### src/rtl/uart_pkg.sv
// Shared receiver state encoding and oversampling constants for the UART.
// Latency: n/a (types and constants only).
// Backpressure: n/a.
package uart_pkg;

  // Receiver FSM states.
  typedef enum logic [1:0] {
    IDLE  = 2'b00,
    START = 2'b01,
    DATA  = 2'b10,
    STOP  = 2'b11
  } rx_state_t;

  // Oversampling ticks per bit time.
  localparam int OSR         = 16;
  // Tick count inside the start bit at which rx is re-checked (mid start bit).
  localparam int START_TICKS = 7;
  // Width of the per-bit tick counter (holds 0..OSR-1).
  localparam int TICK_W      = 4;

endpackage

### src/rtl/uart_fifo.sv
// Circular receive buffer, depth 2**FIFO_W, with wrapping read/write pointers.
// Latency: write visible next clock; r_data shows the oldest entry combinationally.
// Backpressure: a write to a full FIFO is dropped unless a read happens in the same cycle.
module uart_fifo
  import uart_pkg::*;
#(
  parameter int DBIT   = 8,
  parameter int FIFO_W = 2
) (
  input  logic            clk,
  input  logic            rst_n,
  input  logic            wr,
  input  logic            rd,
  input  logic [DBIT-1:0] w_data,
  output logic [DBIT-1:0] r_data,
  output logic            empty
);

  localparam int DEPTH = 2 ** FIFO_W;

  logic [DBIT-1:0]   mem [DEPTH];
  logic [FIFO_W-1:0] wptr;
  logic [FIFO_W-1:0] rptr;
  logic [FIFO_W-1:0] wptr_nxt;
  logic [FIFO_W-1:0] rptr_nxt;
  logic              full;
  logic              wr_en;
  logic              rd_en;

  // A read frees a slot in the same cycle, so a full FIFO still accepts a
  // simultaneous write.
  assign rd_en    = rd & ~empty;
  assign wr_en    = wr & (~full | rd_en);
  assign wptr_nxt = wptr + 1'b1;
  assign rptr_nxt = rptr + 1'b1;
  assign r_data   = mem[rptr];

  // Storage array; no reset needed since empty/full gate every access.
  always_ff @(posedge clk) begin
    if (wr_en) begin
      mem[wptr] <= w_data;
    end
  end

  // Pointer and flag update; flags only move when exactly one side acts.
  always_ff @(posedge clk) begin
    if (!rst_n) begin
      wptr  <= '0;
      rptr  <= '0;
      empty <= 1'b1;
      full  <= 1'b0;
    end else begin
      case ({wr_en, rd_en})
        2'b10: begin
          wptr  <= wptr_nxt;
          empty <= 1'b0;
          full  <= (wptr_nxt == rptr);
        end
        2'b01: begin
          rptr  <= rptr_nxt;
          full  <= 1'b0;
          empty <= (rptr_nxt == wptr);
        end
        2'b11: begin
          wptr <= wptr_nxt;
          rptr <= rptr_nxt;
        end
        default: ;
      endcase
    end
  end

endmodule

### src/rtl/uart.sv
// UART receiver: 16x oversampled serial input, FIFO-buffered bytes, registered rd_data.
// Latency: rx_done about 9.5 bit times after the start edge; pops show on rd_data next clock.
// Backpressure: none on rx; bytes arriving while the FIFO is full are dropped from the FIFO only.
module uart
  import uart_pkg::*;
#(
  parameter int DBIT   = 8,
  parameter int DVSR   = 326,
  parameter int FIFO_W = 2
) (
  input  logic            clk,
  input  logic            rst_n,
  input  logic            rd_uart,
  input  logic            rx,
  output logic [DBIT-1:0] rd_data,
  output logic            rx_done
);

  localparam int                CW        = (DVSR > 1) ? $clog2(DVSR) : 1;
  localparam logic [CW-1:0]     CNT_MAX   = CW'(DVSR - 1);
  localparam int                NW        = (DBIT > 1) ? $clog2(DBIT) : 1;
  localparam logic [NW-1:0]     LAST_BIT  = NW'(DBIT - 1);
  localparam logic [TICK_W-1:0] START_MID = TICK_W'(START_TICKS);
  localparam logic [TICK_W-1:0] BIT_END   = TICK_W'(OSR - 1);

  logic [CW-1:0]     baud_cnt;
  logic              tick;
  logic              rx_meta;
  logic              rx_sync;
  rx_state_t         state_q, state_n;
  logic [TICK_W-1:0] s_q, s_n;
  logic [NW-1:0]     n_q, n_n;
  logic [DBIT-1:0]   b_q, b_n;
  logic              done_tick;
  logic [DBIT-1:0]   fifo_rdata;
  logic              fifo_empty;

  // Free-running oversampling tick generator.
  always_ff @(posedge clk) begin
    if (!rst_n) begin
      baud_cnt <= '0;
    end else if (baud_cnt == CNT_MAX) begin
      baud_cnt <= '0;
    end else begin
      baud_cnt <= baud_cnt + 1'b1;
    end
  end

  assign tick = (baud_cnt == CNT_MAX);

  // Two-flop synchronizer on the asynchronous serial line; resets to idle level.
  always_ff @(posedge clk) begin
    if (!rst_n) begin
      rx_meta <= 1'b1;
      rx_sync <= 1'b1;
    end else begin
      rx_meta <= rx;
      rx_sync <= rx_meta;
    end
  end

  // Receiver state and datapath registers.
  always_ff @(posedge clk) begin
    if (!rst_n) begin
      state_q <= IDLE;
      s_q     <= '0;
      n_q     <= '0;
      b_q     <= '0;
    end else begin
      state_q <= state_n;
      s_q     <= s_n;
      n_q     <= n_n;
      b_q     <= b_n;
    end
  end

  // Receiver next-state: find start edge, confirm mid start bit, sample each
  // data bit mid-bit (LSB first), then check the stop bit.
  always_comb begin
    state_n   = state_q;
    s_n       = s_q;
    n_n       = n_q;
    b_n       = b_q;
    done_tick = 1'b0;
    case (state_q)
      IDLE: begin
        if (!rx_sync) begin
          state_n = START;
          s_n     = '0;
        end
      end
      START: begin
        if (tick) begin
          if (s_q == START_MID) begin
            if (!rx_sync) begin
              state_n = DATA;
              s_n     = '0;
              n_n     = '0;
            end else begin
              // Low pulse shorter than half a bit: treat as noise.
              state_n = IDLE;
            end
          end else begin
            s_n = s_q + 1'b1;
          end
        end
      end
      DATA: begin
        if (tick) begin
          if (s_q == BIT_END) begin
            s_n = '0;
            b_n = {rx_sync, b_q[DBIT-1:1]};
            if (n_q == LAST_BIT) begin
              state_n = STOP;
            end else begin
              n_n = n_q + 1'b1;
            end
          end else begin
            s_n = s_q + 1'b1;
          end
        end
      end
      STOP: begin
        if (tick) begin
          if (s_q == BIT_END) begin
            state_n = IDLE;
            // A low stop bit is a framing error: the byte is discarded.
            done_tick = rx_sync;
          end else begin
            s_n = s_q + 1'b1;
          end
        end
      end
      default: state_n = IDLE;
    endcase
  end

  uart_fifo #(
    .DBIT  (DBIT),
    .FIFO_W(FIFO_W)
  ) u_fifo (
    .clk   (clk),
    .rst_n (rst_n),
    .wr    (done_tick),
    .rd    (rd_uart),
    .w_data(b_q),
    .r_data(fifo_rdata),
    .empty (fifo_empty)
  );

  // Output register: a fresh frame wins over a pop; pops never pulse rx_done.
  always_ff @(posedge clk) begin
    if (!rst_n) begin
      rd_data <= '0;
      rx_done <= 1'b0;
    end else begin
      rx_done <= done_tick;
      if (done_tick) begin
        rd_data <= b_q;
      end else if (rd_uart && !fifo_empty) begin
        rd_data <= fifo_rdata;
      end
    end
  end

endmodule

### config.mk
export PLATFORM = sky130hd
export DESIGN_NAME = uart
export DESIGN_NICKNAME = d
export VERILOG_FILES = /design/src/rtl/uart_pkg.sv /design/src/rtl/uart_fifo.sv /design/src/rtl/uart.sv
export SDC_FILE = /design/constraint.sdc
export NUM_CORES = 1
export LEC_CHECK = 0
export BUFFER_PORTS_ARGS = -buffer_cell sky130_fd_sc_hd__buf_2
export CAP_MARGIN = 20
export CORE_MARGIN = 4
export CORE_UTILIZATION = 60
export CTS_BUF_LIST = sky130_fd_sc_hd__clkbuf_8
export DETAILED_ROUTE_END_ITERATION = 8
export GPL_ROUTABILITY_DRIVEN = 0
export PLACE_DENSITY = 0.81
export SLEW_MARGIN = 10
export SYNTH_ARGS = -nofsm -noshare
export SYNTH_HDL_FRONTEND = slang
export SYNTH_SLANG_ARGS = --single-unit
### constraint.sdc
create_clock -name clk -period 2.86 [get_ports clk]
set_input_delay 0.572 -clock clk [delete_from_list [all_inputs] [get_ports clk]]
set_output_delay 0.572 -clock clk [all_outputs]
set_load 0.03 [all_outputs]
==> flow_metrics.tcl <==
set metrics [dict create \
    syn_area_per_cell_sq_um 11.6 \
    finalCriticalPeriod_ps 2550 \
    grt_start_max_net_pins 21 \
    num-fill-cells 349 \
    ys_types 40 \
    tritoncts "built" \
    place.detailed.hpwl_um 3890 \
    cts_buffers 9 \
    hp-class "reg -> reg" \
    grt_pass1_vias 1985 \
    cp-start-kind "flop" \
    vias 2032 \
    path_class "reg -> reg" \
    drc 0 \
    routed_via_density 5.55 \
    drive_above_1_share 0.135 \
    grt_util_all_layers 0.195 \
    drt_iter0_drc 111 \
    max_cap_viol_count 0 \
    required_ps 3130 \
    rsz0062_at_grt "false" \
    route.antenna.remaining_nets 0 \
    diodes 0 \
    rows 26 \
    slew_violations 0 \
    relSlewSlack 0.606 \
    clk_pin_slew_ps 80 \
    ctsHoldBuffers 0 \
    critPathArrivalTime_ps 2820 \
    portBuffers 12 \
    ios 13 \
    synth_nets 295 \
    tns_ps 0 \
    die_area_sq_mm 0.00666 \
    finalHoldViolCount 0 \
    syn_area_sq_mm 0.00325 \
    grt_pass1_wl_um 9540 \
    clock_latency_ps 340 \
    power_density_mw_per_mm2 591 \
    max_clock_freq_mhz 392 \
    die_h_um 81.6 \
    yosys_warnings 0 \
    coreArea_sq_mm 0.00517 \
    htree_levels 3 \
    antenna_found_initial 0 \
    power.total_mw 2.12 \
    dr.pass1.iters 4 \
    syn_inst 279 \
    cts_root_buf "clkbuf_8" \
    synth.yosys.seq_area_share 0.573 \
    cts_sinks 77 \
    wirelength_um 5550 \
    tightest_slew_ps 590 \
    clockBufferDepth 2 \
    synthTopCellsByArea "edfxtp_1 30%, dfxtp_1 28%, mux4_2 5.5%" \
    wl_per_cell_um 15.2 \
    ys.flop_type "dfxtp_1" \
    grt_overflow_total 0 \
    area.growth.synth_to_final_pct 10.4 \
    yosys.area.top_type "edfxtp_1" \
    synth_top_area_frac 0.296 \
    synth_edf_count 32 \
    peakVddDrop_uv 307 \
    die_w_um 81.6 \
    finClkSkew_ps 7.26 \
    cts_resized 0 \
    nNetsFinal 307 \
    period_share 0.892 \
    end_kind "flop" \
    worst-path-max-fanout 7 \
    yosys_register_bits 77 \
    p_leak_nw 1.34 \
    ys_async_sr_fraction 0 \
    start_util 0.628 \
    setup_viol 0 \
    postCtsSetupBuffers 0 \
    status "completed" \
]
## cell usage after synthesis, types with 3 or more instances
cell      instances
nand4_1           5
mux4_2            8
buf_1             3
a21oi_1          14
dfxtp_1          45
xor2_1            9
o21ai_0          15
inv_1             7
edfxtp_1         32
xnor2_1           6
clkbuf_1          9
a21boi_0          7
nor2_1           27
ha_1             12
nand2_1          23
nand3_1           8
mux2i_1          13
and2_1            5
nand2b_1          5
## through the flow
step	worst slack [ps]	cell area, sq um	hold WS, ps	util	std cells
6_report	308	3590	410	0.694	366
5_1_grt	109	3590	427	0.694	366
4_1_cts	340	3590	405	0.694	366
3_5_place_dp	416	3360	403	0.649	350
3_3_place_gp	594	3360	390	0.649	350
2_1_floorplan	589	3250	386	-	279
## worst paths after layout
kind	start	to	slack, ps	cells past startpoint
hold / removal	rx_meta$_SDFF_PN1_	rx_sync$_SDFF_PN1_	410	1
hold reg to reg	rx_meta$_SDFF_PN1_	rx_sync$_SDFF_PN1_	410	1
setup / recovery	s_q[0]$_SDFFE_PN0P_	u_fifo.full$_SDFFE_PN0P_	310	8
setup reg to reg	s_q[0]$_SDFFE_PN0P_	u_fifo.full$_SDFFE_PN0P_	310	8
## routing by layer
layer  global-route usage  up-vias  routed length (um)
li1                     -     1023                   -
met3               0.0493       12                 204
met4               0.0847        0                 119
met2                0.321       36                2750
met1                0.243      961                2470
met5                    0        -                   0
## registers in the layout (all words and copies together), names as in the netlist, named ones only
signal and cells:
baud_cnt 9, u_fifo.full 1, u_fifo.rptr 2, state_q 1
rx_done 1, rx_meta 1, s_q 4, n_q 3
u_fifo.mem 32, rd_data 8, u_fifo.empty 1, b_q 8
u_fifo.wptr 2, rx_sync 1
## cell type report
type / instances / area, sq um / area share
Sequential cell: 77 / 1860 / 0.519
Multi-Input combinational cell: 180 / 1290 / 0.360
Clock buffer: 9 / 124 / 0.0345
Clock inverter: 7 / 106 / 0.0296
Timing Repair Buffer: 16 / 90.1 / 0.0251
Tap cell: 70 / 87.6 / 0.0244
Inverter: 7 / 26.3 / 0.00732
## where the power goes
part           internal, mW  switching (mW)  leakage (nW)
sequential             1.14         0.00822         0.660
combinational        0.0115          0.0201         0.559
clock                 0.569           0.373         0.123
total                  1.72           0.402          1.34
## cells by family after synthesis
logic type,Yosys count,share of synthesized area
buf+inv,22,0.0293
fa+ha+maj,12,0.0462
simple gates,85,0.127
mux,21,0.0955
xor+xnor,15,0.0404
compound gates,47,0.0882
flops,77,0.573
## critical path, cell delays in order (launching register included)
cell and delay (ps):
dfxtp_1 380, ha_1 270, nand4_1 160, or3_1 440, a21oi_2 280, ha_1 340, a2111oi_0 400, a21oi_1 110
nor2_1 120
## layout by cell type (no fill, tap or decap), types with 6 or more instances in the layout
master / count
nand2_1: 23
a21boi_0: 7
xor2_1: 9
edfxtp_1: 32
nor2_1: 27
a21oi_1: 14
mux2i_1: 13
xnor2_1: 6
clkbuf_8: 9
inv_1: 9
buf_2: 12
nand3_1: 8
o21ai_0: 15
ha_1: 12
dfxtp_1: 45
mux4_2: 8
No activity file was read; power rests on OpenSTA's default activity.
